==> src/rtl/eu_operand_cache.sv <==
// eu_operand_cache: per-unit result store with two local read ports
// and one interconnect read port; entries track read-before-overwrite.
module eu_operand_cache #(
  parameter int EU_IDX     = 0,
  parameter int IDX_BITS   = 4,
  parameter int DATA_WIDTH = 16,
  parameter int ADDR_WIDTH = 16,
  parameter int EU_BITS    = 4,
  localparam int TX_WIDTH  = ADDR_WIDTH + DATA_WIDTH + 1
) (
  input  logic                  clk,
  input  logic                  reset_n,
  input  logic                  i_wr_valid,
  input  logic [ADDR_WIDTH-1:0] i_wr_addr,
  input  logic [DATA_WIDTH-1:0] i_wr_data,
  output logic                  o_wr_success,
  input  logic                  i_rd0_req,
  input  logic [ADDR_WIDTH-1:0] i_rd0_addr,
  output logic [DATA_WIDTH-1:0] o_rd0_data,
  output logic                  o_rd0_valid,
  input  logic                  i_rd1_req,
  input  logic [ADDR_WIDTH-1:0] i_rd1_addr,
  output logic [DATA_WIDTH-1:0] o_rd1_data,
  output logic                  o_rd1_valid,
  input  logic                  i_icon_req_valid,
  input  logic [ADDR_WIDTH-1:0] i_icon_req_addr,
  output logic                  o_icon_req_ready,
  output logic [TX_WIDTH-1:0]   o_icon_tx,
  input  logic                  i_icon_rx_success
);

  localparam int NUM_ENTRIES = 2 ** IDX_BITS;
  localparam int EU_LSB      = ADDR_WIDTH - EU_BITS;
  localparam logic [EU_BITS-1:0] MY_EU = EU_BITS'(EU_IDX);

  localparam logic [1:0] ST_EMPTY = 2'd0;
  localparam logic [1:0] ST_FULL  = 2'd1;
  localparam logic [1:0] ST_READ  = 2'd2;

  localparam logic [1:0] ICON_IDLE   = 2'd0;
  localparam logic [1:0] ICON_LOOKUP = 2'd1;
  localparam logic [1:0] ICON_SEND   = 2'd2;

  logic [DATA_WIDTH-1:0] mem_q [NUM_ENTRIES];
  logic [1:0]            st_q  [NUM_ENTRIES];
  logic [1:0]            st_d  [NUM_ENTRIES];

  logic [IDX_BITS-1:0] wr_idx, rd0_idx, rd1_idx, icon_idx;
  logic wr_ok, rd0_hit, rd1_hit, icon_hit;

  logic [1:0]            icon_q, icon_d;
  logic [ADDR_WIDTH-1:0] icon_addr_q, icon_addr_d;
  logic [TX_WIDTH-1:0]   tx_q, tx_d;

  logic                  rd0_valid_q, rd1_valid_q;
  logic [DATA_WIDTH-1:0] rd0_data_q, rd1_data_q;

  logic unused_addr_bits;
  assign unused_addr_bits = ^{i_wr_addr[EU_LSB-1:IDX_BITS],
                              i_rd0_addr[ADDR_WIDTH-1:IDX_BITS],
                              i_rd1_addr[ADDR_WIDTH-1:IDX_BITS]};

  assign wr_idx   = i_wr_addr[IDX_BITS-1:0];
  assign rd0_idx  = i_rd0_addr[IDX_BITS-1:0];
  assign rd1_idx  = i_rd1_addr[IDX_BITS-1:0];
  assign icon_idx = icon_addr_q[IDX_BITS-1:0];

  assign wr_ok = i_wr_valid
              && (i_wr_addr[ADDR_WIDTH-1:EU_LSB] == MY_EU)
              && (st_q[wr_idx] != ST_FULL);
  assign rd0_hit  = i_rd0_req && (st_q[rd0_idx] != ST_EMPTY);
  assign rd1_hit  = i_rd1_req && (st_q[rd1_idx] != ST_EMPTY);
  assign icon_hit = (icon_q == ICON_LOOKUP)
                 && (st_q[icon_idx] != ST_EMPTY);

  assign o_wr_success     = wr_ok;
  assign o_rd0_valid      = rd0_valid_q;
  assign o_rd0_data       = rd0_data_q;
  assign o_rd1_valid      = rd1_valid_q;
  assign o_rd1_data       = rd1_data_q;
  assign o_icon_tx        = tx_q;
  assign o_icon_req_ready = (icon_q == ICON_IDLE);

  // Entry state update: an accepted write wins over any same-cycle read.
  always_comb begin
    for (int i = 0; i < NUM_ENTRIES; i++) begin
      st_d[i] = st_q[i];
      if (wr_ok && wr_idx == IDX_BITS'(i)) begin
        st_d[i] = ST_FULL;
      end else if (st_q[i] == ST_FULL &&
                   ((rd0_hit && rd0_idx == IDX_BITS'(i)) ||
                    (rd1_hit && rd1_idx == IDX_BITS'(i)) ||
                    (icon_hit && icon_idx == IDX_BITS'(i)))) begin
        st_d[i] = ST_READ;
      end
    end
  end

  // Interconnect read FSM: latch request, wait for data, hold until taken.
  always_comb begin
    icon_d      = icon_q;
    icon_addr_d = icon_addr_q;
    tx_d        = tx_q;
    unique case (1'b1)
      (icon_q == ICON_IDLE): begin
        if (i_icon_req_valid &&
            i_icon_req_addr[ADDR_WIDTH-1:EU_LSB] == MY_EU) begin
          icon_addr_d = i_icon_req_addr;
          icon_d      = ICON_LOOKUP;
        end
      end
      (icon_q == ICON_LOOKUP): begin
        if (icon_hit) begin
          tx_d   = {icon_addr_q, mem_q[icon_idx], 1'b1};
          icon_d = ICON_SEND;
        end
      end
      (icon_q == ICON_SEND): begin
        if (i_icon_rx_success) begin
          tx_d[0] = 1'b0;
          icon_d  = ICON_IDLE;
        end
      end
      default: icon_d = ICON_IDLE;
    endcase
  end

  // Data RAM carries no reset; entry state alone says what is valid.
  always_ff @(posedge clk) begin
    if (wr_ok) mem_q[wr_idx] <= i_wr_data;
  end

  // Entry state, read ports and interconnect registers.
  always_ff @(posedge clk or negedge reset_n) begin
    if (!reset_n) begin
      for (int i = 0; i < NUM_ENTRIES; i++) st_q[i] <= ST_EMPTY;
      rd0_valid_q <= 1'b0;
      rd1_valid_q <= 1'b0;
      rd0_data_q  <= '0;
      rd1_data_q  <= '0;
      icon_q      <= ICON_IDLE;
      icon_addr_q <= '0;
      tx_q        <= '0;
    end else begin
      for (int i = 0; i < NUM_ENTRIES; i++) st_q[i] <= st_d[i];
      rd0_valid_q <= rd0_hit;
      rd1_valid_q <= rd1_hit;
      if (rd0_hit) rd0_data_q <= mem_q[rd0_idx];
      if (rd1_hit) rd1_data_q <= mem_q[rd1_idx];
      icon_q      <= icon_d;
      icon_addr_q <= icon_addr_d;
      tx_q        <= tx_d;
    end
  end

endmodule

==> config.mk <==
export PLATFORM = sky130hd
export DESIGN_NAME = eu_operand_cache
export DESIGN_NICKNAME = d
export VERILOG_FILES = /design/src/rtl/eu_operand_cache.sv
export SDC_FILE = /design/constraint.sdc
export NUM_CORES = 1
export LEC_CHECK = 0
export BUFFER_PORTS_ARGS = -buffer_cell sky130_fd_sc_hd__buf_2
export CAP_MARGIN = 20
export CORE_MARGIN = 3
export CORE_UTILIZATION = 59
export DETAILED_ROUTE_END_ITERATION = 10
export HOLD_SLACK_MARGIN = 0.03
export PLACE_DENSITY = 0.79
export SLEW_MARGIN = 20
export SYNTH_ARGS = -nofsm -noshare
export SYNTH_HDL_FRONTEND = slang
export SYNTH_SLANG_ARGS = --single-unit
==> constraint.sdc <==
create_clock -name clk -period 3.6 [get_ports clk]
set_input_delay 0.18 -clock clk [delete_from_list [all_inputs] [get_ports clk]]
set_output_delay 0.18 -clock clk [all_outputs]
set_load 0.01 [all_outputs]
Yosys cells after proc, flatten, opt, wreduce, memory -nomap -nowiden:

Memories as Yosys holds them, arrays and structs flattened. A register that Yosys moved wholly into a read port is not among the register bits.
Index checks and enable logic that the tools add are counted.

* reductions and logical operators: 152
* mux-type cells: 53
* $lt $le $gt $ge: 4
* bitwise operators: 4
* eq/ne operators: 82

Operators by type and width (number)
* == test 4 bit (second input constant): 32
* logical AND 1 bit: 86
* two-way mux 2 bit: 43
* == test 4 x 3 -> 1 bit (second input constant): 16
* nonzero test 2 bit: 20
* == test 2 x 1 -> 1 bit (second input constant): 17
* binary-select mux 2 bit (select 4 bit): 4
* == test 4 x 2 -> 1 bit (second input constant): 8
* logical OR 1 bit: 32
* logical NOT 4 bit: 6
* >= comparator 5 bit (second input constant): 4
* inverter 4 -> 5 bit: 4
* == test 4 x 1 -> 1 bit (second input constant): 4
* case mux 2 bit (3 select lines): 1
* AND reduction 3 bit: 2
* two-way mux 1 bit: 4
* != test 2 x 1 -> 1 bit (second input constant): 2
* != test 2 bit (second input constant): 2
* AND reduction 2 bit: 2
* logical NOT 1 bit: 3
* == test 2 bit (second input constant): 1
* logical NOT 2 bit: 1
* case mux 1 bit (2 select lines): 1

* RAM bits: 256
* flip-flop bits (word level): 85
* word-level logic and storage cells: 318
* input port bits: 87
* output and inout port bits: 69
* memories kept: 1

Memories
* mem_q: depth 16, bits a word 16, rd ports 3, clocked after Yosys merged registers in 3, write ports 1, RTL line 44 `logic [DATA_WIDTH-1:0] mem_q [NUM_ENTRIES];`

Longest topological paths before layout:

* depth after elaboration: 12
* depth in mapped cells: 10
* gate-level depth less buffers: 7

Worst setup path before layout:

No wires, ideal clock.

* path kind: in2reg
* start: in i_wr_addr[13]
* end: reg st_q[27] (netlist name)
* cell stages on the path: 6
* library setup time: 0.193 ns
* setup slack: 0.816 ns
* buffers on the path: 0
* data arrival time: 2.591 ns
* required time: 3.407 ns
* cells stage by stage: nor4_1 nand4bb_1 nor3_1 nor3_1 a21oi_1 o22ai_1

* word-level cells in the longest chain between the ends: 5
* elaborated cells on any way between the ends: 6
* those cells by class: mux: 1; reduce/logical: 5

RTL lines
* from (decl): RTL line 14 `input logic [ADDR_WIDTH-1:0] i_wr_addr,`
* logical NOT 4 bit (*): RTL line 69 `&& (i_wr_addr[ADDR_WIDTH-1:EU_LSB] == MY_EU)`
* logical AND 1 bit (*): RTL line 69
* logical AND 1 bit (*): RTL line 70 `&& (st_q[wr_idx] != ST_FULL);`
* logical AND 1 bit (*): RTL line 88 `if (wr_ok && wr_idx == IDX_BITS'(i)) begin`
* two-way mux 2 bit / nonzero test 2 bit (equally long branches)
* to (decl): RTL line 45 `logic [1:0] st_q [NUM_ENTRIES];`

Every way passes the cells marked *; elsewhere a longest branch is shown, timed or not.
A chain may end at the register's enable or synchronous reset.

Worst setup path after layout:

* start: reg st_q[30] (netlist name)
* end: out o_wr_success

* word-level cells in the longest chain between the ends: 5

RTL lines
* binary-select mux 2 bit (select 4 bit): RTL line 70
* two-way mux 2 bit (implied by the code) (2 in a row): RTL line 70
* != test 2 x 1 -> 1 bit: RTL line 70
* logical AND 1 bit: RTL line 70
* to (decl): RTL line 16 `output logic o_wr_success,`

No other way between the ends. The select of a mux whose other input is x is not followed.

==> flow_summary.yaml <==
pwr:
  switching_share: 0.273
  p_clk_frac: 0.347
  p_total_uw: 12100
  seq_power_share: 0.438
  p_leak_uw: 0.00785
  pwr-share-comb: 0.216
  p_per_area_nw_per_um2: 549
  p_sw_uw: 3300
  peakVddDrop_v: 0.000450
  p_int_uw: 8790
synthesis:
  synth_compound_area_frac: 0.0540
  netlist_area_um2: 19200
  synthAdderAreaFrac: 0
  ys_seq_elements: 373
  synth_warnings: 0
  synth.area.mux_share: 0.319
  syn_avg_cell_area_um2: 17.1
  yosys.area.top_type: "edfxtp_1"
  synth_top_flop_cell: "edfxtp_1"
  synth_nets: 1209
  synthCells: 1122
  synth.distinct_cells: 62
  yosys-top-cells-area: "edfxtp_1 40%, mux4_2 27%, dfrtp_1 15%, mux2_2 2.9%, mux2_4 2.2%"
  synth_seq_area_share: 0.552
  synth_edf_count: 256
  synth-simple-area-share: 0.0497
  synth.top_cell.area_share: 0.400
  synth-xor-area-share: 0
  ys_async_sr_fraction: 0.314
  synth_top_family_by_area: "multiplexers"
clock_network:
  cts.clk_slew.worst_paths_ps: 60
  clk_root_buffer_cell: "clkbuf_16"
  clkLatencyLatePin_ps: 530
  cts_resized: 0
  cts.path.max_buffers: 3
  htreeDepth: 2
  clock-sinks: 373
  cts_tree: "yes"
  numCtsBuffers: 40
place:
  hpwl_um: 31800
  place_area_um2: 20500
  gp_congestion: 0.970
  dpl.cell_count: 1644
  port_buffers: 123
global_route:
  gr-total-overflow: 0
  grt_start_max_net_pins: 80
  gr-usage-all-layers: 0.311
  antenna_found_initial: 1
  grt_pass1_vias: 13200
  grt_pass1_wl_um: 81400
outcome:
  outcome: "finished, final reports clean"
cells_and_area:
  multiInputGateArea_um2: 8190
  drive_gt1_frac: 0.432
  fill_cells: 2035
  area_growth_pct: 14.6
  final_area_um2: 22000
  register_area_um2: 10600
  fin_cells: 1740
  nNetsFinal: 1361
  post-route-util: 0.691
  final_cell_mix: "256 x edfxtp_1, 229 x mux4_2, 118 x buf_2"
  layout_commonest_cell: "edfxtp_1"
sta:
  layout_min_cycle_time_ps: 2820
  worst_clock_skew_ps: 13.5
  final_hold_viol_count: 0
  setup_viol_count_final: 0
  slew_headroom: 0.298
  worst_pin_slew_ps: 1050
  fin_crit_sh: 0.782
  final.setup.tns_ps: 0
  fmax_ghz: 0.355
  rsz0062_at_grt: "false"
  finalMaxSlewViolations: 0
die:
  start_util: 0.603
  row_count: 65
  die_height_um: 187
  die-area_um2: 34800
  fp.dieW_um: 187
  fp.coreArea_um2: 31900
  io_pins: 156
setup_path:
  cp_max_fo: 5
  crit_type: "flip-flop to primary output"
  ff2ff_setup_slack_ps: 820
  start_kind: "flip-flop"
  cp.arrival_ps: 2640
  worstPathRequired_ps: 3420
  worstSetupEndpointType: "primary output"
drt:
  antenna_left: 0
  routed_wl_um: 53300
  num_vias: 12600
  drc: 0
  via_per_inst: 7.22
  wire_per_inst_um: 30.6
  dr.pass1.iters: 5
  first_iter_violations: 1745
job:
  drv_cap: 0
worst_hold_path:
  hold_path_class: "input pin to flip-flop"
[worst max-delay path, stage by stage, from the launching register on]
cell and delay [ps]:
dfrtp_1 420, inv_1 90, o32ai_1 850, mux4_2 390, nor2_1 50, a21oi_1 120
nor2b_1 60, buf_2 130
[flip-flops by register name, summed over array words and instances (netlist names)]
name / flops
o_rd0_valid: 1
o_rd0_data: 16
o_rd1_data: 16
icon_q: 2
mem_q: 256
icon_addr_q: 16
st_q: 32
o_icon_tx: 33
o_rd1_valid: 1
[cells by family after synthesis]
kind of cell           Yosys count
multiplexers                   307
buffers and inverters          108
AND/OR/NAND/NOR                188
flip-flops                     373
AO/OA/AOI/OAI                  146
[path summary, 6_finish.rpt]
check / end / startpoint / cells past startpoint
max in group asynchronous: icon_addr_q[0]$_DFFE_PN0P_ / reset_n / 3
min in group asynchronous: o_rd1_valid$_DFF_PN0_ / reset_n / 2
worst max register to register: o_icon_tx[21]$_DFFE_PN0P_ / icon_addr_q[1]$_DFFE_PN0P_ / 6
worst min-delay path: mem_q[8][9]$_DFFE_PP_ / i_wr_data[9] / 1
worst min register to register: icon_addr_q[12]$_DFFE_PN0P_ / icon_addr_q[12]$_DFFE_PN0P_ / 1
worst max-delay path: o_wr_success / st_q[30]$_DFFE_PN0P_ / 7
[cells in the mapped netlist, drive strengths merged (3+ instances only)]
cell type and count:
a21oi 25, nor2b 10, nor3b 3, o32a 3
a2bb2oi 3, or3 3, inv 25, or2 8
nand4 5, a22oi 35, dfrtp 117, nor3 24
a31oi 5, o22a 6, nand2b 12, o2bb2ai 3
o32ai 4, a31o 3, and2 10, clkbuf 39
edfxtp 256, nand2 40, nor2 48, mux4 229
o22ai 9, a211oi 13, o21ai 22, nand3b 3
nor4 4, buf 44, mux2 77, nand3 7
[layout make-up]
class / instances / area share
flip-flops and latches: 373 / 0.482
repair buffers: 193 / 0.0567
clock inverters: 17 / 0.00959
clock buffers: 55 / 0.0512
inverters: 25 / 0.00426
well taps: 435 / 0.0247
diodes: 1 / 0.000114
multi-input cells: 641 / 0.372
[per-stage QoR]
stage               hold slack (ps)  setup slack, ps
global route                   44.7              658
floorplan                      -116              816
CTS                            30.0              820
global placement                303              859
finish                         47.1              785
detailed placement              301              831
[timing repair]
item                      in CTS  in global routing
hold buffers                  23                  0
hold endpoints to repair     187                  0
setup buffers                  0                  0
[per-layer routing]
metal / GRT usage / share of wire / up-vias / wire (µm)
met5: 0 / 0 / - / 0
met3: 0.0699 / 0.12 / 197 / 6460
met2: 0.498 / 0.48 / 1039 / 25400
met4: 0.142 / 0.052 / 0 / 2770
li1: - / - / 4997 / -
met1: 0.414 / 0.35 / 6322 / 18700
[power by group through the flow]
stage	clock network [µW]	logic (µW)	registers, µW
2_1_floorplan	0	1640	5370
3_3_place_gp	0	2500	5360
3_5_place_dp	0	2550	5370
4_1_cts	4250	2600	5290
5_1_grt	4440	2770	5350
6_report	4190	2610	5290
(Power assumes the default switching activity.)
